## src/rtl/dcache_pkg.sv

```systemverilog
// rtl/dcache_pkg.sv - shared types and field constants for the data cache controller
package dcache_pkg;
    localparam int ADDR_W          = 16;
    localparam int WORD_W          = 16;
    localparam int INDEX_BITS_DEF  = 3;
    localparam int OFFSET_BITS_DEF = 2;
    localparam int LINE_WIDTH      = WORD_W << OFFSET_BITS_DEF;

    typedef enum logic [1:0] {
        ST_IDLE      = 2'b00,
        ST_WRITEBACK = 2'b01,
        ST_ALLOCATE  = 2'b10
    } state_t;
endpackage

```

## src/rtl/dcache_array.sv

```systemverilog
// rtl/dcache_array.sv - tag/valid/dirty/data storage, synchronous write, asynchronous read
module dcache_array
    import dcache_pkg::*;
#(
    parameter int INDEX_BITS  = INDEX_BITS_DEF,
    parameter int OFFSET_BITS = OFFSET_BITS_DEF,
    parameter int TAG_BITS    = ADDR_W - INDEX_BITS_DEF - OFFSET_BITS_DEF
) (
    input  logic                                clk,
    input  logic                                rst_n,
    input  logic [INDEX_BITS-1:0]               index,
    input  logic                                fill,
    input  logic [TAG_BITS-1:0]                 fill_tag,
    input  logic [(WORD_W<<OFFSET_BITS)-1:0]    fill_data,
    input  logic                                wr,
    input  logic [OFFSET_BITS-1:0]              wr_offset,
    input  logic [WORD_W-1:0]                   wr_word,
    output logic [TAG_BITS-1:0]                 line_tag,
    output logic                                line_valid,
    output logic                                line_dirty,
    output logic [(WORD_W<<OFFSET_BITS)-1:0]    line_data
);
    localparam int LINES  = 1 << INDEX_BITS;
    localparam int LINE_W = WORD_W << OFFSET_BITS;

    logic [TAG_BITS-1:0] tag_mem  [LINES];
    logic [LINE_W-1:0]   data_mem [LINES];
    logic [LINES-1:0]    valid_bits;
    logic [LINES-1:0]    dirty_bits;

    always_ff @(posedge clk) begin
        if (!rst_n) begin
            valid_bits <= '0;
            dirty_bits <= '0;
        end else if (fill) begin
            valid_bits[index] <= 1'b1;
            dirty_bits[index] <= 1'b0;
        end else if (wr) begin
            dirty_bits[index] <= 1'b1;
        end
    end

    // Tags and data are not cleared, but a write coinciding with reset is dropped.
    always_ff @(posedge clk) begin
        if (rst_n) begin
            if (fill) begin
                tag_mem[index]  <= fill_tag;
                data_mem[index] <= fill_data;
            end else if (wr) begin
                data_mem[index][int'(wr_offset)*WORD_W +: WORD_W] <= wr_word;
            end
        end
    end

    assign line_tag   = tag_mem[index];
    assign line_valid = valid_bits[index];
    assign line_dirty = dirty_bits[index];
    assign line_data  = data_mem[index];
endmodule

```

## src/rtl/dcache_ctrl.sv

```systemverilog
// rtl/dcache_ctrl.sv - direct-mapped write-back write-allocate data cache controller
module dcache_ctrl
    import dcache_pkg::*;
#(
    parameter int INDEX_BITS  = INDEX_BITS_DEF,
    parameter int OFFSET_BITS = OFFSET_BITS_DEF
) (
    input  logic                                clk,
    input  logic                                rst_n,
    input  logic                                re,
    input  logic                                we,
    input  logic [ADDR_W-1:0]                   addr,
    input  logic [WORD_W-1:0]                   wrt_data,
    output logic [WORD_W-1:0]                   rd_data,
    output logic                                ready,
    output logic [ADDR_W-OFFSET_BITS-1:0]       mem_addr,
    output logic                                mem_re,
    output logic                                mem_we,
    output logic [(WORD_W<<OFFSET_BITS)-1:0]    mem_wdata,
    input  logic [(WORD_W<<OFFSET_BITS)-1:0]    mem_rdata,
    input  logic                                mem_rdy,
    output logic [15:0]                         hit_cnt,
    output logic [15:0]                         miss_cnt
);
    localparam int TAG_BITS = ADDR_W - INDEX_BITS - OFFSET_BITS;
    localparam int LINE_W   = WORD_W << OFFSET_BITS;

    state_t state, state_next;

    logic [OFFSET_BITS-1:0] offset;
    logic [INDEX_BITS-1:0]  index;
    logic [TAG_BITS-1:0]    tag;
    logic [TAG_BITS-1:0]    line_tag;
    logic                   line_valid, line_dirty;
    logic [LINE_W-1:0]      line_data;
    logic                   req, hit, fill, wr, hit_inc, miss_inc;

    assign offset = addr[OFFSET_BITS-1:0];
    assign index  = addr[OFFSET_BITS +: INDEX_BITS];
    assign tag    = addr[ADDR_W-1 -: TAG_BITS];
    assign req    = re | we;
    assign hit    = line_valid & (line_tag == tag);

    dcache_array #(
        .INDEX_BITS  (INDEX_BITS),
        .OFFSET_BITS (OFFSET_BITS),
        .TAG_BITS    (TAG_BITS)
    ) u_array (
        .clk        (clk),
        .rst_n      (rst_n),
        .index      (index),
        .fill       (fill),
        .fill_tag   (tag),
        .fill_data  (mem_rdata),
        .wr         (wr),
        .wr_offset  (offset),
        .wr_word    (wrt_data),
        .line_tag   (line_tag),
        .line_valid (line_valid),
        .line_dirty (line_dirty),
        .line_data  (line_data)
    );

    always_ff @(posedge clk) begin
        if (!rst_n) begin
            state    <= ST_IDLE;
            hit_cnt  <= '0;
            miss_cnt <= '0;
        end else begin
            state <= state_next;
            if (hit_inc && hit_cnt != 16'hFFFF)
                hit_cnt <= hit_cnt + 16'd1;
            if (miss_inc && miss_cnt != 16'hFFFF)
                miss_cnt <= miss_cnt + 16'd1;
        end
    end

    // Store wins when re and we are both asserted; the stalled CPU re-presents the
    // request, so the post-fill IDLE cycle completes it as an ordinary hit.
    always_comb begin
        state_next = state;
        ready      = 1'b0;
        rd_data    = '0;
        fill       = 1'b0;
        wr         = 1'b0;
        hit_inc    = 1'b0;
        miss_inc   = 1'b0;
        case (state)
            ST_IDLE: begin
                ready = 1'b1;
                if (req) begin
                    if (hit) begin
                        hit_inc = 1'b1;
                        if (we)
                            wr = 1'b1;
                        else
                            rd_data = line_data[int'(offset)*WORD_W +: WORD_W];
                    end else begin
                        ready      = 1'b0;
                        miss_inc   = 1'b1;
                        state_next = (line_valid && line_dirty) ? ST_WRITEBACK : ST_ALLOCATE;
                    end
                end
            end
            ST_WRITEBACK: begin
                if (mem_rdy)
                    state_next = ST_ALLOCATE;
            end
            ST_ALLOCATE: begin
                if (mem_rdy) begin
                    fill       = 1'b1;
                    state_next = ST_IDLE;
                end
            end
            default: state_next = ST_IDLE;
        endcase
    end

    assign mem_we    = (state == ST_WRITEBACK);
    assign mem_re    = (state == ST_ALLOCATE);
    assign mem_addr  = (state == ST_WRITEBACK) ? {line_tag, index} : {tag, index};
    assign mem_wdata = line_data;
endmodule

```

## config.mk

```make
export PLATFORM = sky130hd
export DESIGN_NAME = dcache_ctrl
export DESIGN_NICKNAME = d
export VERILOG_FILES = /design/src/rtl/dcache_pkg.sv /design/src/rtl/dcache_array.sv /design/src/rtl/dcache_ctrl.sv
export SDC_FILE = /design/constraint.sdc
export NUM_CORES = 1
export LEC_CHECK = 0
export ABC_AREA = 1
export CAP_MARGIN = 0
export CORE_MARGIN = 4
export CORE_UTILIZATION = 49
export DETAILED_ROUTE_END_ITERATION = 16
export PLACE_DENSITY_LB_ADDON = 0.2
export RECOVER_POWER = 50
export SLEW_MARGIN = 30
export SYNTH_ARGS = -nofsm -noshare
export SYNTH_HDL_FRONTEND = slang
export SYNTH_SLANG_ARGS = --single-unit
```

## constraint.sdc

```tcl
create_clock -name clk -period 3.8 [get_ports clk]
set_input_delay 0.38 -clock clk [delete_from_list [all_inputs] [get_ports clk]]
set_output_delay 0.38 -clock clk [all_outputs]
set_load 0.05 [all_outputs]
```

After elaboration in Yosys (flattened, before gate mapping):

Memories as Yosys holds them, arrays and structs flattened.
Cells that the tools add are included.

* bits in writable memories: 600
* input bits: 101
* output and inout port bits: 129
* logic and storage cells: 205
* register bits: 50
* memories: 2

* reductions and logical operators: 7
* $add $sub $neg: 3
* order comparisons: 2
* shift operators: 3
* equality and inequality tests: 9
* bitwise operators: 70
* mux-type cells: 104

Memories
* u_array.data_mem: words 8, width 64, rd ports 1, clocked after Yosys merged registers in 0, write ports 1, RTL line dcache_array.sv:27 `logic [LINE_W-1:0] data_mem [LINES];`
* u_array.tag_mem: words 8, width 11, rd ports 1, clocked after Yosys merged registers in 0, write ports 1, RTL line dcache_array.sv:26 `logic [TAG_BITS-1:0] tag_mem [LINES];`

Operators with widths (number)
* 1-bit 2-to-1 mux: 87
* 1-bit bitwise OR: 65
* 16-bit 2-to-1 mux: 4
* 64-bit 2-to-1 mux: 1
* 16-bit by 33-bit variable shift with 64-bit output (first input constant): 1
* 16-bit by 33-bit indexed part select with 64-bit output: 1
* 64-bit by 7-bit indexed part select with 16-bit output: 1
* 6-bit negator with 33-bit output: 1
* 16-bit by 1-bit adder with 16-bit output (second input constant): 2
* 16-bit inequality test (second input constant): 2
* 8-bit 2-to-1 mux: 2
* 8-bit bitwise OR: 2
* 14-bit 2-to-1 mux: 1
* 11-bit equality test: 1
* 2-bit 2-to-1 mux: 5
* 8-bit AND: 1
* 8-bit inverter: 1
* 1-bit binary-select mux with 3-bit select: 2
* 2-bit case mux with 3 select lines: 1
* 1-bit logical AND: 4
* 3-bit by 4-bit less-than comparator with 1-bit output (second input constant): 1
* 2-bit by 1-bit inequality test with 1-bit output (second input constant): 2
* 2-bit inequality test (second input constant): 2
* 4-bit AND reduction: 1
* 7 further kinds: 7

Logic depth before layout (Yosys ltp):

Gate-level depths: netlist of run 1.

* word-level depth: 11
* gate-level depth with buffers: 22
* mapped depth without buffers: 19

Modules after synthesis:

From an unflattened synthesis of run 1, not the netlist that was laid out.

* cell total of the unflattened synthesis: 3293
* area total of the unflattened synthesis: 29894.9 um^2

By module, submodules not included
* dcache_array: instances 1, area an instance 26888.3 um^2, seq. area each 18337.6 um^2, cells each 2743
* dcache_ctrl: instances 1, area an instance 3006.6 um^2, seq. area each 680.7 um^2, cells each 550

Least setup slack after synthesis of run 1:

OpenSTA, ideal clock, no wires.

* path kind: input -> output
* start: input port addr[4]
* end: output port rd_data[2]
* buffers on the path: 3
* setup slack: 0.484 ns
* arrival: 2.936 ns
* data required time: 3.420 ns
* stages on the path: 12
* path through: buf_4 nor2_4 nand2_1 inv_1 clkbuf_1 clkbuf_1 a22oi_1 nand4_1 nand2_1 nand2_1 nand2_1 nor2_1

* cells in the longest elaborated chain, start to end: 6
* elaborated cells between the ends (all ways): 11
* those cells by class: 1 x eq/ne; 1 x shift; 6 x mux; 1 x bitwise; 2 x memory

RTL lines
* start, declared: RTL line dcache_ctrl.sv:12 `input logic [ADDR_W-1:0] addr,`
* memory 8 x 64 bit
* net mem_wdata[18]: RTL line dcache_ctrl.sv:19 `output logic [(WORD_W<<OFFSET_BITS)-1:0] mem_wdata,`
* 64-bit by 7-bit indexed part select with 16-bit output: RTL line dcache_ctrl.sv:97 `rd_data = line_data[int'(offset)*WORD_W +: WORD_W];`
* 16-bit 2-to-1 mux: RTL line dcache_ctrl.sv:94 `if (we)`
* 16-bit 2-to-1 mux: RTL line dcache_ctrl.sv:92 `if (hit) begin`
* 16-bit 2-to-1 mux: RTL line dcache_ctrl.sv:91 `if (req) begin`
* 16-bit 2-to-1 mux: RTL line dcache_ctrl.sv:88 `case (state)`
* end, declared: RTL line dcache_ctrl.sv:14 `output logic [WORD_W-1:0] rd_data,`

The timed path passes the listed nets, and every way through them passes these cells. The select of a mux whose other input is x is not followed.

Final worst setup path of run 1:

* start: input port addr[4]
* end: output port rd_data[4]

* cells in the longest elaborated chain, start to end: 6
* elaborated cells between the ends (all ways): 11
* those cells by class: 1 x eq/ne; 1 x shift; 6 x mux; 1 x bitwise; 2 x memory

RTL lines (RTL line)
* memory 8 x 64 bit (tied with other cells)
* 64-bit by 7-bit indexed part select with 16-bit output (tied with other cells): dcache_ctrl.sv:97
* 16-bit 2-to-1 mux / 1-bit AND (equally long branches): dcache_ctrl.sv:94, dcache_ctrl.sv:42
* 16-bit 2-to-1 mux *: dcache_ctrl.sv:92
* 16-bit 2-to-1 mux *: dcache_ctrl.sv:91
* 16-bit 2-to-1 mux *: dcache_ctrl.sv:88

Every way passes the cells marked *; elsewhere a longest branch is shown, timed or not. The select of a mux whose other input is x is not followed.

==> run metrics, run 1 <==
Avg WL per Cell 24.2 µm; global-route wire length before repair 123000 µm; hold_buf cts 0; power per standard cell area 466 nW/µm²; hold slack final 451 ps; vias per cell 5.86; CTS tree done; Post-Syn Area 27300 µm²; Worst Setup Slack post-DPL -17.1 ps; vias in the first global route about 20000; Unique masters post-synth 42; Initial DRC Count 2450; max_cap viols 0; Final Critical Period roughly 3800 ps; core area between 50000 and 60000 µm²; outcome finished clean; WP data required 3420 ps; f_max 266 MHz; Final #Nets 2812; initial antenna violation count 1; DRC errors left 0; setup ws final 39.6 ps; final hold violations 0; clock sinks 650; Total Power 16.2 mW; number of H-tree levels 3; GR Overflow Total 0; Slew headroom 26.5%; syn avg cell area 11.6 µm²; Tightest Hold Check Type reg2reg; peak supply drop 352 µV; initial core utilization 49.6%; clock buffer depth 3; Lkg Pwr 12.7 nW; die width 244 µm; fraction of layout cells with a size suffix above 1 between 10% and 20%; Seq/Total Area, Yosys 69.6%; ANT nets after route 0; Worst EP arrival approximately 3400 ps; Slew Limit Fails 0; RSZ-0062 raised after global routing true; crit end category output pin; routed via count 20528; Inserted Clock Buffers just under 70; Final Cycle Share 99.0%; Worst-Skew Late Latency 600 ps; warning count from the yosys run 0; CTS clk-pin slew, worst paths 60 ps; Layout Skew 25.7 ps; IO Port Bufs between 200 and 250; largest net degree at the start of global routing 52; Row Count 86; Layout area overhead 27.2%; crit path kind in2out; Util after Layout 63.1%; CP startpoint kind input port; root buffer cell clkbuf_16; syn nets 2458; Yosys reg bits 650; gpl congestion 0.993; Top Ports 230; total track usage 27.6%; die area 59600 µm²; Post-Synthesis Cells 2350; Die Span Y about 240 µm; post-DP HPWL 57500 µm; Routed WL ~85000 µm; final setup vio count 0; CP max FO 25; Worst-Margin Slew 1100 ps; number of iterations in the first detailed-routing pass 7
synth_stat cells:
| master | number | area [µm²] |
|---|---|---|
| buf_1 | 25 | 93.8 |
| edfxtp_1 | 600 | 18000 |
| o21bai_2 | 1 | 11.3 |
| nor3_1 | 12 | 60.1 |
| a221oi_1 | 56 | 490 |
| xnor2_1 | 3 | 26.3 |
| nand4_2 | 1 | 12.5 |
| clkinv_1 | 2 | 7.51 |
| nor2_1 | 143 | 537 |
| nand3_4 | 4 | 70.1 |
| nor4_1 | 3 | 18.8 |
| a21oi_1 | 94 | 470 |
| o22a_1 | 1 | 8.76 |
| nor3_4 | 1 | 16.3 |
| and2_1 | 1 | 6.26 |
| inv_2 | 6 | 22.5 |
| or3_1 | 1 | 6.26 |
| nor2_2 | 6 | 37.5 |
| nand2_2 | 3 | 18.8 |
| nand2_1 | 639 | 2400 |
| a22oi_1 | 89 | 668 |
| buf_4 | 11 | 82.6 |
| inv_4 | 1 | 6.26 |
| nand3_1 | 98 | 490 |
| o21ai_0 | 40 | 200 |
| clkbuf_1 | 60 | 225 |
| xor2_1 | 15 | 131 |
| buf_6 | 11 | 124 |
| ha_1 | 7 | 87.6 |
| nand4_1 | 107 | 669 |
| clkinv_4 | 1 | 8.76 |
| o21bai_1 | 5 | 37.5 |
| nor2_4 | 4 | 45.0 |
| a31oi_1 | 2 | 12.5 |
| o2bb2ai_1 | 1 | 8.76 |
| a22o_1 | 33 | 289 |
| nand3b_1 | 5 | 37.5 |
| o22ai_1 | 2 | 12.5 |
| buf_2 | 21 | 105 |
| dfxtp_1 | 50 | 1000 |
| o21ai_1 | 38 | 190 |
| inv_1 | 147 | 552 |
what timing repair did:
action,in CTS,in global routing
gates cloned,0,1
pin swaps,0,3
resized for setup,1,7
endpoints found under the setup margin,1,16
setup buffers,0,1
cell families after synthesis:
logic type	after synthesis	share of synthesized area (%)
compound gates	362	8.79
xor+xnor	18	0.577
fa+ha+maj	7	0.321
buf+inv	285	4.49
flops	650	69.6
simple gates	1028	16.2
metal layers:
metal	global-route usage, %	share of wire [%]	vias to the layer above
met2	43.3	46	1242
li1	-	-	9148
met4	9.74	3.8	2
met1	37.3	38	9948
met5	1.23	0.015	-
met3	7.71	12	188
final cells by class:
type	instances	area, µm²
clock inverters	29	295
well taps	748	936
flip-flops and latches	650	19000
multi-input cells	1416	7160
diodes	1	2.50
fillers	4228	20300
clock buffers	91	1850
inverters	157	602
repair buffers	411	4880
power breakdown:
part	switching (mW)	internal, mW
clock network	2.68	3.83
logic	1.16	0.668
registers	0.0132	7.85
total	3.86	12.3
stage by stage:
stage | TNS, ps | instance area (µm²) | cells
2_1_floorplan | 0 | 27300 | 2350
3_3_place_gp | 0 | 32600 | 3380
3_5_place_dp | -277 | 32600 | 3380
4_1_cts | 0 | 34700 | 3500
5_1_grt | -564 | 34700 | 3502
6_report | 0 | 34700 | 3503
layout by cell type (no fill, tap or decap), types with 3 or more instances in the layout:
cell type        Yosys  layout
a21oi_1             94      76
a21oi_2              0      18
a221oi_1            56      55
a22o_1              33      33
a22oi_1             89      89
buf_12               0     119
buf_4               11     141
bufinv_16            0       6
clkbuf_1            60      31
clkbuf_16            0      71
clkdlybuf4s50_1      0      93
clkinv_1             2      14
clkinv_2             0       8
clkinvlp_4           0       3
dfxtp_1             50      50
dlygate4sd3_1        0      44
edfxtp_1           600     600
ha_1                 7       7
inv_1              147     141
inv_2                6       9
nand2_1            639     639
nand3_1             98      98
nand3_4              4       4
nand3b_1             5       5
nand4_1            107     107
nor2_1             143     142
nor2_2               6       7
nor2_4               4       5
nor3_1              12      12
nor4_1               3       3
o21ai_0             40      40
o21ai_1             38      38
o21bai_1             5       5
xnor2_1              3       3
xor2_1              15      15
sequential cells by signal (all words and copies together) (netlist names), named ones only:
| register | count |
|---|---|
| hit_cnt | 16 |
| u_array.valid_bits | 8 |
| state | 2 |
| u_array.data_mem | 512 |
| miss_cnt | 16 |
| u_array.tag_mem | 88 |
path summary, 6_finish.rpt:
check,start,to,slack [ps],depth (start not counted)
hold reg to reg,u_array.valid_bits[5],u_array.valid_bits[5],450,2
hold / removal,u_array.valid_bits[5],u_array.valid_bits[5],450,2
setup / recovery,addr[4],rd_data[4],40,15
setup reg to reg,state[1],u_array.tag_mem[4][6],770,7
worst max-delay path, cell delays in order:
cell and delay, ps:
clkdlybuf4s50_1 400, buf_4 170, nor2_4 320, nand2_1 160, inv_2 330, buf_12 270
nand2_1 60, o21ai_0 70, a221oi_1 70, nand3_1 210, a21oi_1 100, nand2_1 240
nand2_1 170, nor2_1 210, buf_12 170
Note: power is estimated with default switching activity, not from simulation.
==> inputs of run 2 (changes only) <==
==> constraint.sdc (replaced) <==
create_clock -name clk -period 4.3 [get_ports clk]
set_input_delay 0.43 -clock clk [delete_from_list [all_inputs] [get_ports clk]]
set_output_delay 0.43 -clock clk [all_outputs]
set_load 0.05 [all_outputs]
==> run metrics, run 2 (same netlist as run 1, synthesis figures left out) <==
CTS clk-pin slew, worst paths 60 ps (about the same); IO Port Bufs 229 (unchanged); commonest cells after routing, fill and taps aside 640 x nand2_1, 600 x edfxtp_1, 145 x nor2_1; DRC errors left 0 (unchanged); Top Ports 230 (unchanged); Lkg Pwr 11.9 nW (-6.8%); Tightest Hold Check Type reg2reg; Avg WL per Cell 23.9 µm (-0.92%); gpl congestion 1.02 (+2.3%); ANT nets after route 0 (unchanged); max_cap viols 1 (+1); setup bufs post-CTS 0 (unchanged); reg2reg start state[1]; outcome complete, but fails checks; Slew Limit Fails 40 (+40); clock sinks 650 (unchanged); vias per cell 5.84 (-0.40%); Post-Place Cells 3303 (-2.3%); Layout Skew 14.3 ps (-11.5 ps); final hold violations 0 (unchanged); Row Count 86 (unchanged); R2R cell count 8 (+1); Worst-Margin Slew 2240 ps (+1140 ps); RSZ-0062 raised after global routing false; largest stage delay on the critical path 660 ps (+260 ps); R2R Setup Slk 550 ps (-220 ps); setup ws final 205 ps (+165 ps); Final Critical Period 4100 ps; HP Start u_array.valid_bits[5]; crit-path leading delay family buffers and inverters; critical path buffer and inverter count 5 (unchanged); Worst Setup Slack post-DPL 148 ps (+165 ps); depth of the worst hold-timing path 2 (unchanged); Critical Path Source addr[3]; max reg flops 512 (unchanged); GR Overflow Total 0 (unchanged); final setup TNS 0 ps (unchanged); number of H-tree levels 3 (unchanged); number of iterations in the first detailed-routing pass 6 (-1); root buffer cell clkbuf_16; largest net degree at the start of global routing 65 (+25%); initial core utilization 49.6% (unchanged); cell chain of the critical path dlygate4sd3_1 > buf_4 > nor2_4 > nand2_1 > inv_2 > buf_4 > a22oi_1 > nand4_1 > nand2_1 > nand3_1 > nand2_1 > nor2_1 > buf_12; Final #Nets 2733 (-2.8%); slowest CP cell dlygate4sd3_1; commonest non-fill, non-tap cell in the layout nand2_1; CTS tree done; Util after Layout 59.8% (-3.2 points); CP max FO 15 (-40%); global-route wire length before repair 120000 µm (-3.0%); largest reg by FF count u_array.data_mem; Worst EP arrival 3670 ps (+290 ps); final setup vio count 0 (unchanged); hold slack final 458 ps (+6.64 ps); WP data required 3870 ps (+450 ps); Worst-Skew Late Latency 590 ps (about the same); Total Power 13.8 mW (-15%); vias in the first global route 18839 (-3.5%); die area 59600 µm² (unchanged); CP startpoint kind input port; initial antenna violation count 1 (unchanged); hold_buf cts 0 (unchanged); Routed WL 81900 µm (-3.2%); WP depth 13 (-2); core area 55100 µm² (unchanged); Cell Count, Final, Fillers Out 3422 (-2.3%); power per standard cell area 419 nW/µm² (-10%); crit path kind in2out; Initial DRC Count 2262 (-7.7%); fraction of layout cells with a size suffix above 1 9.57% (-5.1 points); failing checks max-capacitance violations, max-slew violations; clock buffer depth 3 (unchanged); area post-placement 31700 µm² (-2.7%); post-DP HPWL 55100 µm (-4.3%); PostCTS Resize Cnt 0 (-1); Layout area overhead 20.7%; peak supply drop 317 µV (-9.8%); Final Cycle Share between 90% and 100%; Antenna Cells 0 (-1); routed via count 19973 (-2.7%); Regs by FF count u_array.data_mem: 512 flops, u_array.tag_mem: 88 flops; Inserted Clock Buffers 68 (unchanged); crit end category output pin; Slew headroom -49.4% (-76 points); die width 244 µm (unchanged); f_max 244 MHz; most frequent CP cell nand2_1; finished layout cell area 33000 µm² (-5.1%); total track usage 26.8% (-0.84 points); Die Span Y 244 µm (unchanged)
## run 2: final cells by class
cell class	instances	area (µm²)
Tap cell	748	936
Fill cell	4411	22100
Timing Repair Buffer	333	3290
Inverter	157	596
Sequential cell	650	19000
Clock buffer	87	1870
Multi-Input combinational cell	1415	7060
Clock inverter	32	198
## run 2: path summary, 6_finish.rpt
kind	endpoint
max reg2reg	u_array.data_mem[4][37]
max	rd_data[10]
min reg2reg	u_array.valid_bits[5]
min	u_array.valid_bits[5]
## run 2: worst min-delay path: stages, from the launching register on
cell and delay [ps]:
dfxtp_1 310, inv_1 50, a21oi_1 50
## run 2: layer usage
layer / share of wire (%) / track usage, %
met5: 0.0098 / 0
met2: 45 / 41.2
met1: 39 / 36.7
met3: 12 / 6.81
met4: 4.0 / 11.0
## run 2: power breakdown
group / leakage [nW] / internal [mW] / switching [mW]
Sequential: 5.80 / 6.94 / 0.0115
Combinational: 5.06 / 0.399 / 0.974
Clock: 1.01 / 3.17 / 2.32
Total: 11.9 / 10.5 / 3.31
